--- config.mk ---
export PLATFORM = sky130hd
export DESIGN_NAME = dwrr_pkt_sched
export DESIGN_NICKNAME = d
export VERILOG_FILES = /design/src/rtl/dwrr_pkt_sched.sv
export SDC_FILE = /design/constraint.sdc
export NUM_CORES = 1
export LEC_CHECK = 0
export CAP_MARGIN = 20
export CORE_UTILIZATION = 45
export CTS_BUF_LIST = sky130_fd_sc_hd__clkbuf_2
export DETAILED_ROUTE_END_ITERATION = 7
export GPL_ROUTABILITY_DRIVEN = 1
export PLACE_DENSITY = 0.72
export SLEW_MARGIN = 40
export SYNTH_ARGS = -nofsm -noshare
export SYNTH_HDL_FRONTEND = slang
export SYNTH_SLANG_ARGS = --single-unit
--- constraint.sdc ---
create_clock -name clk_i -period 4.9 [get_ports clk_i]
set_input_delay 0.98 -clock clk_i [delete_from_list [all_inputs] [get_ports clk_i]]
set_output_delay 0.98 -clock clk_i [all_outputs]
set_load 0.05 [all_outputs]
--- src/rtl/dwrr_pkt_sched.sv ---
// ============================================================================
// Module   : dwrr_pkt_sched
// Purpose  : Deficit-weighted round-robin scheduler for multi-beat packets.
//            Holds a one-hot grant for the whole packet. A downstream stall
//            (blk_i) holds individual beats back.
// Options  : STRICT_PRI_EN - requester 0 becomes strict high priority and is
//            removed from the deficit rotation.
// Revision : 1.0 - initial release
// ============================================================================
`default_nettype none

module dwrr_pkt_sched #(
  parameter int NUM_REQS = 4,
  parameter int QWID     = 8,
  parameter int LWID     = 8,
  parameter int DWID     = QWID + 1,
  parameter int CNTWID   = (NUM_REQS > 1) ? $clog2(NUM_REQS) : 1
) (
  input  logic                     clk_i,
  input  logic                     rst_ni,
  input  logic [NUM_REQS-1:0]      reqs_i,
  input  logic [NUM_REQS*LWID-1:0] pkt_lens_i,
  input  logic [NUM_REQS*QWID-1:0] input_quantums_i,
  input  logic                     blk_i,
  output logic [NUM_REQS-1:0]      gnt_o,
  output logic [CNTWID-1:0]        gnt_idx_o,
  output logic                     beat_vld_o,
  output logic                     pkt_last_o,
  output logic                     busy_o
);

  localparam int CW = ((DWID > LWID) ? DWID : LWID) + 1;

  typedef enum logic [1:0] {
    IDLE  = 2'd0,
    VISIT = 2'd1,
    XFER  = 2'd2,
    CHECK = 2'd3
  } state_e;

  state_e            state_q, state_d;
  logic [CNTWID-1:0] ptr_q, ptr_d;
  logic [DWID-1:0]   def_q [NUM_REQS];
  logic [DWID-1:0]   def_d [NUM_REQS];
  logic [LWID-1:0]   len_q, len_d;
  logic [LWID-1:0]   beat_cnt_q, beat_cnt_d;
`ifdef STRICT_PRI_EN
  logic              pri_q, pri_d;
  state_e            ret_q, ret_d;
`endif

  logic [LWID-1:0]   len_eff [NUM_REQS];
  logic [QWID-1:0]   quant   [NUM_REQS];

  // Unpack the per-requester fields; a zero length counts as one beat.
  for (genvar gi = 0; gi < NUM_REQS; gi++) begin : g_unpack
    assign len_eff[gi] = (pkt_lens_i[gi*LWID +: LWID] == '0) ? LWID'(1)
                                                             : pkt_lens_i[gi*LWID +: LWID];
    assign quant[gi]   = input_quantums_i[gi*QWID +: QWID];
  end

  logic              p_req;
  logic [DWID-1:0]   p_def;
  logic [LWID-1:0]   p_len;
  logic [DWID:0]     sum;
  logic [DWID-1:0]   sat;
  logic              sat_ge_len;
  logic              def_ge_len;
  logic [CNTWID-1:0] xfer_idx;

  assign p_req      = reqs_i[ptr_q];
  assign p_def      = def_q[ptr_q];
  assign p_len      = len_eff[ptr_q];
  assign sum        = {1'b0, p_def} + {{(DWID+1-QWID){1'b0}}, quant[ptr_q]};
  assign sat        = sum[DWID] ? {DWID{1'b1}} : sum[DWID-1:0];
  assign sat_ge_len = CW'(sat) >= CW'(p_len);
  assign def_ge_len = CW'(p_def) >= CW'(p_len);
`ifdef STRICT_PRI_EN
  assign xfer_idx   = pri_q ? '0 : ptr_q;
`else
  assign xfer_idx   = ptr_q;
`endif

  // Round-robin successor; with strict priority, slot 0 is never visited.
  function automatic logic [CNTWID-1:0] ptr_next(input logic [CNTWID-1:0] p);
    logic [CNTWID-1:0] n;
    n = (p == CNTWID'(NUM_REQS-1)) ? '0 : p + CNTWID'(1);
`ifdef STRICT_PRI_EN
    if (n == '0) n = CNTWID'(1);
`endif
    return n;
  endfunction

  // Next-state, deficit update and output decode.
  always_comb begin
    state_d    = state_q;
    ptr_d      = ptr_q;
    def_d      = def_q;
    len_d      = len_q;
    beat_cnt_d = beat_cnt_q;
`ifdef STRICT_PRI_EN
    pri_d      = pri_q;
    ret_d      = ret_q;
`endif
    gnt_o      = '0;
    gnt_idx_o  = '0;
    beat_vld_o = 1'b0;
    pkt_last_o = 1'b0;
    busy_o     = (state_q != IDLE);

    case (state_q)
      IDLE: begin
        if (|reqs_i) state_d = VISIT;
      end

      VISIT: begin
`ifdef STRICT_PRI_EN
        if (reqs_i[0]) begin
          pri_d   = 1'b1;
          ret_d   = VISIT;
          len_d   = len_eff[0];
          state_d = XFER;
        end else if (ptr_q == '0) begin
          ptr_d = ptr_next(ptr_q);
          if (~|reqs_i) state_d = IDLE;
        end else
`endif
        if (!p_req) begin
          def_d[ptr_q] = '0;
          ptr_d        = ptr_next(ptr_q);
          if (~|reqs_i) state_d = IDLE;
        end else begin
          def_d[ptr_q] = sat;
          if (sat_ge_len) begin
            len_d   = p_len;
            state_d = XFER;
          end else begin
            ptr_d = ptr_next(ptr_q);
          end
        end
      end

      XFER: begin
        gnt_o[xfer_idx] = 1'b1;
        gnt_idx_o       = xfer_idx;
        beat_vld_o      = ~blk_i;
        if (!blk_i) begin
          if (beat_cnt_q == len_q - LWID'(1)) begin
            pkt_last_o = 1'b1;
            beat_cnt_d = '0;
`ifdef STRICT_PRI_EN
            if (pri_q) begin
              pri_d   = 1'b0;
              state_d = ret_q;
            end else
`endif
            begin
              def_d[ptr_q] = p_def - DWID'(len_q);
              state_d      = CHECK;
            end
          end else begin
            beat_cnt_d = beat_cnt_q + LWID'(1);
          end
        end
      end

      CHECK: begin
`ifdef STRICT_PRI_EN
        if (reqs_i[0]) begin
          pri_d   = 1'b1;
          ret_d   = CHECK;
          len_d   = len_eff[0];
          state_d = XFER;
        end else
`endif
        if (p_req && def_ge_len) begin
          len_d   = p_len;
          state_d = XFER;
        end else begin
          if (!p_req) def_d[ptr_q] = '0;
          ptr_d   = ptr_next(ptr_q);
          state_d = (|reqs_i) ? VISIT : IDLE;
        end
      end

      default: state_d = IDLE;
    endcase
  end

  // State registers; an asynchronous reset aborts any packet in flight.
  always_ff @(posedge clk_i or negedge rst_ni) begin
    if (!rst_ni) begin
      state_q    <= IDLE;
      ptr_q      <= '0;
      len_q      <= '0;
      beat_cnt_q <= '0;
      for (int i = 0; i < NUM_REQS; i++) def_q[i] <= '0;
`ifdef STRICT_PRI_EN
      pri_q      <= 1'b0;
      ret_q      <= IDLE;
`endif
    end else begin
      state_q    <= state_d;
      ptr_q      <= ptr_d;
      len_q      <= len_d;
      beat_cnt_q <= beat_cnt_d;
      for (int i = 0; i < NUM_REQS; i++) def_q[i] <= def_d[i];
`ifdef STRICT_PRI_EN
      pri_q      <= pri_d;
      ret_q      <= ret_d;
`endif
    end
  end

endmodule

`default_nettype wire
# Word level (Yosys, flattened, before mapping)
# Cells that the tools add are included.
# op_classes
add_sub_neg	5
eq_ne	16
magnitude_cmp	6
shift	0
bitwise_logic	4
reduce_logical	17
div_mod_pow	0
mul	0
n_mux	53
# op_table
cell	count
two-way mux 36 bit	5
case mux 36 bit (3 select lines)	1
two-way mux 8 bit	12
bitwise mux 36 bit	2
bitwise AND 36 bit	1
two-way mux 9 bit	4
NOT 36 bit	1
binary-select mux 8 bit (select 2 bit)	2
zero test 8 bit	4
two-way mux 2 bit	12
binary-select mux 9 bit (select 2 bit)	1
demux 9 bit (select 2 bit)	1
greater-or-equal comparator 9 x 8 -> 1 bit	2
!= test 2 bit, second input constant	8
case mux 8 bit (2 select lines)	1
adder 9 x 8 -> 10 bit	1
AND reduction 5 bit	2
!= test 3 bit, second input constant	3
subtractor 9 x 8 -> 9 bit	1
adder 8 x 1 -> 8 bit, second input constant	1
== test 8 bit	1
case mux 2 bit (4 select lines)	1
subtractor 8 x 1 -> 8 bit, second input constant	1
two-way mux 1 bit	7
21 further kinds	26
# word_totals
reg_bits	56
out_inout_bits	9
mem_count	0
ramBits	0
wordCells	109
inputBits	71
mem_bits_ro	0
latchBits	0

# Longest topological paths before layout
# Gate-level depths: netlist of the first run.
# depth
depth_word	10
ltp_mapped	19
depth_no_buf	16

# Worst setup path before layout of the first run
# Ideal clock, no wire load.
# synth_timing
path_kind	reg-to-reg
startpoint	reg ptr_q[0]
endpoint	reg ptr_q[0]
path_slack_ps	-26
t_arrival_ps	4802
required_time_ps	4775
stages_incl_launch_ff	18
path_buffers	2
setup_ps	125
path_cell_list	dfrtp_1 buf_2 buf_1 mux4_2 ha_1 a211oi_1 o21ai_0 o221a_2 o21ai_1 o21ai_1 ha_1 a21o_1 a21o_1 a21oi_1 o31ai_1 o21bai_1 a21oi_1 mux2_2
# synth_between
elab_chain_len	9
elab_cells_between_ends	27
# synth_rtl
element	line_no	text
from (decl)	42	logic [CNTWID-1:0] ptr_q, ptr_d;
from (signal assigned)	204	ptr_q <= ptr_d;
NOT 2 -> 3 bit (implied by the code)	72, 73, 74	
binary-select mux 9 bit (select 2 bit) / binary-select mux 8 bit (select 2 bit) (equally long branches)	72, 74	
two-way mux 9 bit (implied by the code) / two-way mux 8 bit (equally long branches) (2 in a row)	72, 74	
adder 9 x 8 -> 10 bit	74	assign sum = {1'b0, p_def} + {{(DWID+1-QWID){1'b0}}, quant[ptr_q]};
two-way mux 9 bit	75	assign sat = sum[DWID] ? {DWID{1'b1}} : sum[DWID-1:0];
greater-or-equal comparator 9 x 8 -> 1 bit	76	assign sat_ge_len = CW'(sat) >= CW'(p_len);
!= test 3 bit (no line)	n/a	
AND reduction 3 bit (no line)	n/a	
# Several ways; a longest one is shown, not always the timed one. The select of a mux whose other input is x is not followed.
# A chain may end at the register's enable or synchronous reset.

# Worst setup path after layout of the first run
# layout_timing
startpoint	in input_quantums_i[25]
endpoint	reg len_q[4]
# layout_between
elab_chain_len	8
# layout_rtl
element	line_no	text
from (decl)	23	input logic [NUM_REQS*QWID-1:0] input_quantums_i,
binary-select mux 8 bit (select 2 bit)	74	
two-way mux 8 bit (implied by the code) (2 in a row)	74	
adder 9 x 8 -> 10 bit	74	
two-way mux 9 bit	75	
greater-or-equal comparator 9 x 8 -> 1 bit	76	
!= test 2 bit (no line)	n/a	
AND reduction 4 bit (no line)	n/a	
to (signal assigned)	205	len_q <= len_d;
to (decl)	45	logic [LWID-1:0] len_q, len_d;
# No other way between the ends. The select of a mux whose other input is x is not followed.

==> results of run 1 <==
## logic make-up after synthesis
| family | synth area share |
|---|---|
| XOR/XNOR | 0.0290 |
| AND/OR/NAND/NOR | 0.131 |
| buffers and inverters | 0.0410 |
| adder cells (fa/ha/maj) | 0.107 |
| flip-flops | 0.290 |
| AO/OA/AOI/OAI | 0.219 |
| multiplexers | 0.182 |
## timing repair
action	CTS	global route
endpoints found under the setup margin	0	1
hold buffers	0	0
gates resized for setup	0	1
## power by group
group	total, W	internal (W)	switching [W]
sequential	0.000843	0.000636	0.000206
clock	0.000340	0.000188	0.000152
combinational	0.00349	0.00154	0.00195
total	0.00468	0.00237	0.00231
## worst reg2reg max path: cells and delay by family, from the launching register on
kind	cells	cell delay, ns
mux	2	0.92
simple gates	2	0.28
flops	1	0.67
compound gates	9	2.02
fa+ha+maj	2	0.58
## cell type report
| cell class | count | area, µm² |
|---|---|---|
| clock buffers | 5 | 25.0 |
| clock inverters | 3 | 90.1 |
| fillers | 920 | 4350 |
| inverters | 33 | 124 |
| multi-input cells | 395 | 3230 |
| flip-flops and latches | 56 | 1410 |
| well taps | 136 | 170 |
| repair buffers | 104 | 973 |
## layout by cell type, fill, tap and decap left out, types with 5 or more instances in the layout
| cell | netlist | layout |
|---|---|---|
| clkbuf_2 | 0 | 5 |
| mux2_2 | 18 | 18 |
| o22ai_1 | 10 | 10 |
| o21ai_0 | 46 | 46 |
| mux4_2 | 26 | 26 |
| a211oi_1 | 9 | 9 |
| ha_1 | 38 | 38 |
| o21a_1 | 6 | 6 |
| and3_1 | 5 | 5 |
| or2_2 | 5 | 5 |
| o221a_2 | 5 | 5 |
| clkdlybuf4s50_1 | 0 | 78 |
| xnor2_1 | 9 | 9 |
| nand2b_1 | 8 | 8 |
| inv_1 | 33 | 33 |
| nand2_1 | 32 | 32 |
| a22o_1 | 9 | 9 |
| mux2i_1 | 8 | 8 |
| nand3_1 | 8 | 8 |
| o21ai_1 | 5 | 5 |
| or3_1 | 5 | 5 |
| nor2_1 | 33 | 33 |
| nor4_1 | 5 | 5 |
| buf_4 | 0 | 25 |
| a21oi_1 | 24 | 24 |
| dfrtp_1 | 56 | 55 |
| a21o_1 | 6 | 6 |
| nor3_1 | 12 | 12 |
| xor2_1 | 7 | 7 |
## metal layers
| metal | wire length, µm | GRT usage | vias up |
|---|---|---|---|
| met5 | 0 | 0 | - |
| met2 | 6810 | 0.459 | 194 |
| met3 | 963 | 0.0334 | 33 |
| met4 | 414 | 0.0843 | 0 |
| li1 | - | - | 2085 |
| met1 | 5820 | 0.342 | 2242 |
## through the flow
| stage | setup WS [ns] | total power [W] |
|---|---|---|
| 2_1_floorplan | 0.186 | 0.00316 |
| 3_3_place_gp | -0.0175 | 0.00414 |
| 3_5_place_dp | -0.109 | 0.00425 |
| 4_1_cts | 0.302 | 0.00461 |
| 5_1_grt | 0.0979 | 0.00503 |
| 6_report | 0.339 | 0.00468 |
## worst max-delay path by stage
| stage | slack (ns) | endpoint | startpoint |
|---|---|---|---|
| finish | 0.34 | len_q[4] | input_quantums_i[25] |
| global route | 0.1 | len_q[4] | ptr_q[0] |
| CTS | 0.30 | len_q[4] | ptr_q[0] |
| detailed placement | -0.11 | len_q[1] | input_quantums_i[25] |
| global placement | -0.02 | len_q[5] | input_quantums_i[25] |
| floorplan | 0.19 | ptr_q[0] | ptr_q[1] |
==> Flow_metrics.wiki, run 1 <==
{| class="wikitable"
! Metric !! Value
|-
| Clock-pin slew on the worst setup and hold paths || 0.28 ns
|-
| First-pass GRT wire length || 23100 µm
|-
| Post-synth top area share || 0.290
|-
| Main synth FF type || dfrtp_1
|-
| Placed wire-length estimate after detailed placement || 11300 µm
|-
| Number of buffer and inverter instances along the worst setup path || 1
|-
| Die H || 106 µm
|-
| Top-count cell post-synth || dfrtp_1
|-
| Count of cells along the worst hold path || 1
|-
| Number of synthesized flops with an enable pin || 0
|-
| Cells after DPL || 724
|-
| Max-slew violation count || 0
|-
| Final GP Congestion || 0.915
|-
| Worst-Skew Late Latency || 0.46 ns
|-
| Number of logic stages on the critical path including buffering || 16
|-
| Critical R2R Launch || ptr_q[0]
|-
| Worst reg-to-reg setup slack || 0.37 ns
|-
| Max stage delay cell, worst path || mux4_2
|-
| Tightest Hold Check Type || reg2reg
|-
| CP delay by family, top || compound AO/OA/AOI/OAI gates
|-
| Flip-flop and latch count after synthesis || 56
|-
| Proportion of layout cells with a drive suffix above 1 || 0.164
|-
| Post-synthesis to final-layout area growth || 24.6%
|-
| Outcome || finished clean
|-
| Via count of the first global-routing pass || 4609
|-
| Residual antenna-violating net count after detailed routing || 0
|-
| Worst-case clock skew || 0.0168 ns
|-
| # diodes || 0
|-
| Startpoint-to-endpoint class of the critical path || in2reg
|-
| Initial antenna violation count || 0
|-
| Worst Setup Start Kind || primary input
|-
| Routed via count || 4554
|-
| Clock H-tree levels || 2
|-
| Number of cells produced by synthesis || 503
|-
| Final hold viol count || 0
|-
| Final net count || 706
|-
| Number of vias per cell || 6.22
|-
| Max IR drop VDD || 381 µV
|-
| Arrival time at the worst endpoint || 4.96 ns
|-
| Total routing usage reported by global routing || 0.264
|-
| Postcts setup bufs || 0
|-
| Capture instance of the worst register-to-register path || len_q[4]
|-
| Leak Pwr || 2.63 nW
|-
| Number of buffers inserted during clock tree synthesis || 5
|-
| Synth cell count leaders || 56 x dfrtp_1, 46 x o21ai_0, 38 x ha_1
|-
| Slew at the pin closest to its max-slew limit || 0.725 ns
|-
| RSZ-0062 raised after global routing || no
|-
| GRT overflow || 0
|-
| Number of I/O port buffers || 79
|-
| Mapped Area || 4830 µm²
|-
| Seq/Total Area, Yosys || 0.290
|-
| Pwr dens || 777 nW/µm²
|-
| Largest net degree at the start of global routing || 57
|-
| Worst Path Required || 5.30 ns
|-
| Initial standard-cell utilization of the core || 0.465
|-
| IO Count || 80
|-
| Crit-path max cell delay || 0.49 ns
|-
| TNS Setup || 0 ns
|-
| Highest clock rate || 0.219 GHz
|-
| Residual DRC count || 0
|-
| Worst-path maximum fanout || 8
|-
| Synthesis warning total || 0
|-
| Kind of end point of the critical path || flop
|-
| Average routed wire per standard cell || 19.1 µm
|-
| Clock period minus worst slack || 4.56 ns
|-
| Std-Cell Rows || 37
|-
| Buffer type at the clock tree root || clkbuf_2
|-
| Most area-consuming cells after synthesis || dfrtp_1 29%, mux4_2 12%, ha_1 9.8%, o21ai_0 4.8%, mux2_2 4.2%
|-
| Cell count of the worst reg-to-reg path || 15
|-
| Detailed-router iteration count before antenna repair || 5
|-
| Distinct cell type count after synthesis || 59
|-
| Non-Filler Instances || 732
|-
| Ys async rst share || 1.00
|-
| Setup Viol. Count Final || 0
|-
| Maximum number of buffers from clock root to sink || 2
|-
| Sinks on Clock Net || 56
|-
| Post-Route Hold Slack || 0.533 ns
|-
| Worst path cell trace || clkdlybuf4s50_1 -> mux4_2 -> ha_1 -> a211oi_1 -> o21ai_0 -> o221a_2 -> o21a_1 -> nor2_1 -> ha_1 -> nand2b_1 -> a21o_1 -> a211oi_1 -> o31ai_1 -> o21bai_1 -> o211a_1 -> mux2i_1
|-
| Number of maximum-capacitance constraint violations || 0
|-
| Die Area || 11100 µm²
|-
| Area leader, netlist || dfrtp_1
|-
| CTS tree || done
|-
| Average cell area after synthesis || 9.60 µm²
|-
| Worst slew slack as a fraction of its limit || 0.517
|-
| Die W || 106 µm
|-
| Total nets after synthesis || 614
|-
| Post-route clock period utilization || 0.931
|-
| Total wire length after detailed routing || 14000 µm
|-
| Placement Cell Area || 5900 µm²
|-
| Final cell area excluding filler cells || 6020 µm²
|-
| Utilization after layout || 0.580
|-
| Count of routing violations after the opening detailed-route iteration || 343
|-
| Area of the placeable core || 10400 µm²
|}
Note: power is estimated with default switching activity, not from simulation.
==> run 2, diff against run 1 <==
--- a/config.mk
+++ b/config.mk
@@ -6,6 +6,7 @@
 export NUM_CORES = 1
 export LEC_CHECK = 0
 export CAP_MARGIN = 20
+export CORE_ASPECT_RATIO = 0.75
 export CORE_UTILIZATION = 45
 export CTS_BUF_LIST = sky130_fd_sc_hd__clkbuf_2
 export DETAILED_ROUTE_END_ITERATION = 7
==> run 2 against run 1 <==
  * Global-route usage up 1.1 points
  * Largest cell class unchanged
  * Clock skew up 0.013 ns
  * Worst hold slack worse by 0.17 ns
  * Critical path type unchanged
  * Critical endpoint is now len_q[0]
  * Sequential share of layout area up 0.36 points
  * Final cell count down 0.55%
  * Via count up 1.7%
  * Register-to-register slack worse by 0.04 ns
  * Count of clock-buffer cells in the layout unchanged
  * Cell area down 1.5%
  * Utilization down 0.87 points
  * Die area about the same
==> Flow_metrics.wiki, run 2 (synthesis gave the netlist of run 1 again) <==
{| class="wikitable"
! Metric !! Value
|-
| Post-synthesis to final-layout area growth || 22.8%
|-
| Pwr dens || 770 nW/µm²
|-
| Count of routing violations after the opening detailed-route iteration || 354
|-
| Clock period minus worst slack || 4.58 ns
|-
| Number of maximum-capacitance constraint violations || 0
|-
| Die H || 91.7 µm
|-
| Final net count || 702
|-
| Highest clock rate || 0.218 GHz
|-
| Number of buffers inserted during clock tree synthesis || 5
|-
| Post-Route Hold Slack || 0.358 ns
|-
| Number of I/O port buffers || 79
|-
| Std-Cell Rows || 32
|-
| Clock H-tree levels || 2
|-
| Setup Viol. Count Final || 0
|-
| Placement Cell Area || 5870 µm²
|-
| CTS tree || done
|-
| Max-slew violation count || 0
|-
| Final cell area excluding filler cells || 5930 µm²
|-
| Detailed-router iteration count before antenna repair || 5
|-
| Post-route clock period utilization || 0.934
|-
| Worst-Skew Late Latency || 0.49 ns
|-
| Worst slew slack as a fraction of its limit || 0.549
|-
| Number of vias per cell || 6.36
|-
| Residual DRC count || 0
|-
| Worst Setup Start Kind || primary input
|-
| Maximum number of buffers from clock root to sink || 2
|-
| Routed via count || 4633
|-
| Worst-case clock skew || 0.0300 ns
|-
| Placed wire-length estimate after detailed placement || 12000 µm
|-
| Largest net degree at the start of global routing || 41
|-
| Commonest cells after routing, fill and taps aside || 78 x clkdlybuf4s50_1, 55 x dfrtp_1, 46 x o21ai_0
|-
| Residual antenna-violating net count after detailed routing || 0
|-
| Sinks on Clock Net || 56
|-
| Outcome || finished clean
|-
| Total routing usage reported by global routing || 0.275
|-
| Max IR drop VDD || 397 µV
|-
| Worst Path Required || 5.33 ns
|-
| Via count of the first global-routing pass || 4722
|-
| Kind of end point of the critical path || flop
|-
| Arrival time at the worst endpoint || 5.01 ns
|-
| Total power after layout || 0.00456 W
|-
| First-pass GRT wire length || 23700 µm
|-
| Initial antenna violation count || 0
|-
| Initial standard-cell utilization of the core || 0.465
|-
| Buffer type at the clock tree root || clkbuf_2
|-
| Final hold viol count || 0
|-
| Average routed wire per standard cell || 20.4 µm
|-
| Proportion of layout cells with a drive suffix above 1 || 0.160
|-
| Slew at the pin closest to its max-slew limit || 0.677 ns
|-
| Quantity of hold-fixing buffers added after cts || 0
|-
| Most common library cell in the layout ignoring fill and taps || clkdlybuf4s50_1
|-
| Leak Pwr || 2.58 nW
|-
| Die Area || 11100 µm²
|-
| Non-Filler Instances || 728
|-
| Startpoint-to-endpoint class of the critical path || in2reg
|-
| Die W || 122 µm
|-
| Total wire length after detailed routing || 14800 µm
|-
| Area of the placeable core || 10400 µm²
|-
| RSZ-0062 raised after global routing || no
|-
| Cells after DPL || 720
|-
| Clock-pin slew on the worst setup and hold paths || 0.32 ns
|-
| GRT overflow || 0
|-
| Tightest Hold Check Type || in2async
|-
| IO Count || 80
|-
| Worst-path maximum fanout || 8
|-
| TNS Setup || 0 ns
|-
| Final GP Congestion || 1.07
|-
| # diodes || 0
|}
-- run 2: area by class of cell --
cell class / instances / area (µm²)
fill: 915 / 4440
multi-input combinational: 395 / 3230
sequential: 56 / 1410
timing repair buffer: 100 / 943
tap: 136 / 170
inverter: 33 / 124
clock inverter: 3 / 26.3
clock buffer: 5 / 25.0
-- run 2: power by group --
| group | internal, W | switching (W) |
|---|---|---|
| clock network | 0.0000400 | 0.000169 |
| registers | 0.000637 | 0.000204 |
| logic | 0.00151 | 0.00200 |
| total | 0.00219 | 0.00237 |
-- run 2: worst max-delay path: stages --
cell,delay [ns]
clkdlybuf4s50_1,0.40
mux4_2,0.51
ha_1,0.33
a211oi_1,0.21
o21ai_0,0.17
o221a_2,0.31
o21a_1,0.19
nor2_1,0.14
ha_1,0.24
nand2b_1,0.14
a21o_1,0.18
a211oi_1,0.23
o31ai_1,0.10
o21bai_1,0.19
o211a_1,0.43
mux2i_1,0.24
-- run 2: stage by stage --
stage / utilization / setup WS, ns
2_1_floorplan: - / 0.186
3_3_place_gp: 0.566 / -0.0491
3_5_place_dp: 0.566 / -0.179
4_1_cts: 0.571 / 0.247
5_1_grt: 0.571 / 0.0578
6_report: 0.571 / 0.323
-- run 2: what timing repair did --
| action | in CTS | in global routing |
|---|---|---|
| gates resized for setup | 0 | 1 |
| setup buffers | 0 | 0 |
| setup endpoints to repair | 0 | 9 |
-- run 2: worst paths after layout --
kind	startpoint	to	slack, ns	cells past startpoint
worst max register to register	ptr_q[0]	len_q[0]	0.33	16
worst min-delay path	rst_ni	len_q[1]	0.36	1
max in group asynchronous	rst_ni	ptr_q[0]	3.64	2
worst min register to register	flop	flop	0.54	1
worst max-delay path	input_quantums_i[25]	len_q[0]	0.32	16
min in group clk_i	flop	flop	0.54	1
-- run 2: layer usage --
layer / wire, µm / GRT usage / vias to the layer above / share of wire
li1: - / - / 2084 / -
met1: 6530 / 0.385 / 2262 / 0.44
met2: 6460 / 0.417 / 248 / 0.44
met3: 1530 / 0.0690 / 39 / 0.10
met4: 320 / 0.0802 / 0 / 0.022
met5: 0 / 0 / - / 0
==> run 3, diff against run 2 <==
--- a/config.mk
+++ b/config.mk
@@ -10,8 +10,9 @@
 export CORE_UTILIZATION = 45
 export CTS_BUF_LIST = sky130_fd_sc_hd__clkbuf_2
 export DETAILED_ROUTE_END_ITERATION = 7
-export GPL_ROUTABILITY_DRIVEN = 1
+export GPL_ROUTABILITY_DRIVEN = 0
 export PLACE_DENSITY = 0.72
+export SKIP_CTS_REPAIR_TIMING = 1
 export SLEW_MARGIN = 40
 export SYNTH_ARGS = -nofsm -noshare
 export SYNTH_HDL_FRONTEND = slang
==> run 3 against run 2 <==
  * Sequential power fell by 4.4%
  * Sequential share of layout area decreased by 0.19 points
  * Clock power is 22% higher
  * Count of clock-buffer cells in the layout did not move
  * Worst setup slack lost 0.15 ns
==> Flow_metrics.wiki, run 3 (synthesis gave the netlist of run 1 again) <==
{| class="wikitable"
! Metric !! Value
|-
| RSZ-0062 raised after global routing || no
|-
| Sinks on Clock Net || 56
|-
| Die Area || 11100 µm²
|-
| Largest net degree at the start of global routing || 57
|-
| TNS Setup || 0 ns
|-
| Most common library cell in the layout ignoring fill and taps || clkdlybuf4s50_1
|-
| IO Count || 80
|-
| Commonest cells after routing, fill and taps aside || 78 x clkdlybuf4s50_1, 55 x dfrtp_1, 46 x o21ai_0
|-
| Max-slew violation count || 0
|-
| First-pass GRT wire length || 23200 µm
|-
| CTS tree || done
|-
| Outcome || finished clean
|-
| Arrival time at the worst endpoint || 5.15 ns
|-
| Slew at the pin closest to its max-slew limit || 0.717 ns
|-
| Critical R2R Launch || ptr_q[0]
|-
| Total power after layout || 0.00467 W
|-
| Worst-path maximum fanout || 8
|-
| Final hold viol count || 0
|-
| Placed wire-length estimate after detailed placement || 11800 µm
|-
| # diodes || 0
|-
| Worst Setup Start Kind || primary input
|-
| Non-Filler Instances || 730
|-
| Pwr dens || 781 nW/µm²
|-
| Number of buffers inserted during clock tree synthesis || 5
|-
| Average routed wire per standard cell || 20.1 µm
|-
| Worst Path Required || 5.32 ns
|-
| Clock H-tree levels || 2
|-
| Initial standard-cell utilization of the core || 0.465
|-
| Count of routing violations after the opening detailed-route iteration || 428
|-
| Clock period minus worst slack || 4.73 ns
|-
| Max IR drop VDD || 374 µV
|-
| Worst slew slack as a fraction of its limit || 0.519
|-
| Setup Viol. Count Final || 0
|-
| Total wire length after detailed routing || 14700 µm
|-
| Area of the placeable core || 10400 µm²
|-
| Worst-Skew Late Latency || 0.49 ns
|-
| Residual antenna-violating net count after detailed routing || 0
|-
| Leak Pwr || 2.59 nW
|-
| Routed via count || 4536
|-
| Kind of end point of the critical path || flop
|-
| Worst-case clock skew || 0.0215 ns
|-
| Post-synthesis to final-layout area growth || 23.7%
|-
| Number of vias per cell || 6.21
|-
| Total routing usage reported by global routing || 0.272
|-
| Die W || 122 µm
|-
| Maximum number of buffers from clock root to sink || 2
|-
| Detailed-router iteration count before antenna repair || 5
|-
| Residual DRC count || 0
|-
| Number of I/O port buffers || 79
|-
| Clock-pin slew on the worst setup and hold paths || 0.33 ns
|-
| Final net count || 704
|-
| GRT overflow || 0
|-
| Initial antenna violation count || 0
|-
| Die H || 91.7 µm
|-
| Post-route clock period utilization || 0.966
|-
| Worst reg-to-reg setup slack || 0.32 ns
|-
| Proportion of layout cells with a drive suffix above 1 || 0.163
|-
| Capture instance of the worst register-to-register path || len_q[4]
|-
| Number of maximum-capacitance constraint violations || 0
|-
| Highest clock rate || 0.211 GHz
|-
| Via count of the first global-routing pass || 4472
|-
| Startpoint-to-endpoint class of the critical path || in2reg
|-
| Tightest Hold Check Type || in2async
|-
| Cell count of the worst reg-to-reg path || 16
|-
| Cells after DPL || 719
|-
| Std-Cell Rows || 32
|-
| Buffer type at the clock tree root || clkbuf_2
|}
[run 3: report_power, final]
group          switching [W]  internal [W]  total, W
sequential          0.000167      0.000637  0.000804
clock               0.000167     0.0000879  0.000255
combinational        0.00206       0.00154   0.00361
[run 3: area by class of cell]
| type | instances | area [µm²] |
|---|---|---|
| clock inverters | 3 | 46.3 |
| flip-flops and latches | 56 | 1410 |
| well taps | 136 | 170 |
| multi-input cells | 395 | 3230 |
| fillers | 894 | 4400 |
| repair buffers | 102 | 975 |
| clock buffers | 5 | 25.0 |
| inverters | 33 | 124 |
[run 3: per-stage QoR]
stage | worst slack [ns] | hold slack, ns | util | cell area [µm²]
finish | 0.168 | 0.486 | 0.576 | 5970
global route | 0.0320 | 0.485 | 0.576 | 5970
global placement | -0.0824 | 0.475 | 0.566 | 5870
CTS | 0.112 | 0.539 | 0.573 | 5940
floorplan | 0.186 | 0.451 | - | 4830
detailed placement | -0.312 | 0.480 | 0.566 | 5870
[run 3: how the worst max path moves through the flow]
stage,startpoint,cells after the start,end
floorplan,ptr_q[1],18,ptr_q[0]
global placement,input_quantums_i[25],16,len_q[4]
detailed placement,input_quantums_i[25],16,len_q[4]
CTS,ptr_q[0],16,len_q[4]
global route,input_quantums_i[25],16,ptr_q[1]
finish,input_quantums_i[25],16,len_q[4]
[run 3: metal layers]
layer / global-route usage / routed length, µm / part of all wire
met1: 0.385 / 6580 / 0.45
met2: 0.413 / 6390 / 0.43
met3: 0.0634 / 1460 / 0.099
met4: 0.0751 / 284 / 0.019
met5: 0 / 0 / 0
[run 3: worst max-delay path, stage by stage]
cell and delay, ns:
clkdlybuf4s50_1 0.40, mux4_2 0.51, ha_1 0.33, a211oi_1 0.26, o21ai_0 0.17, o221a_2 0.31
o21a_1 0.18, nor2_1 0.14, ha_1 0.25, nand2b_1 0.15, a21o_1 0.19, a211oi_1 0.32
o31ai_1 0.13, o21bai_1 0.20, o211a_2 0.39, mux2i_1 0.23
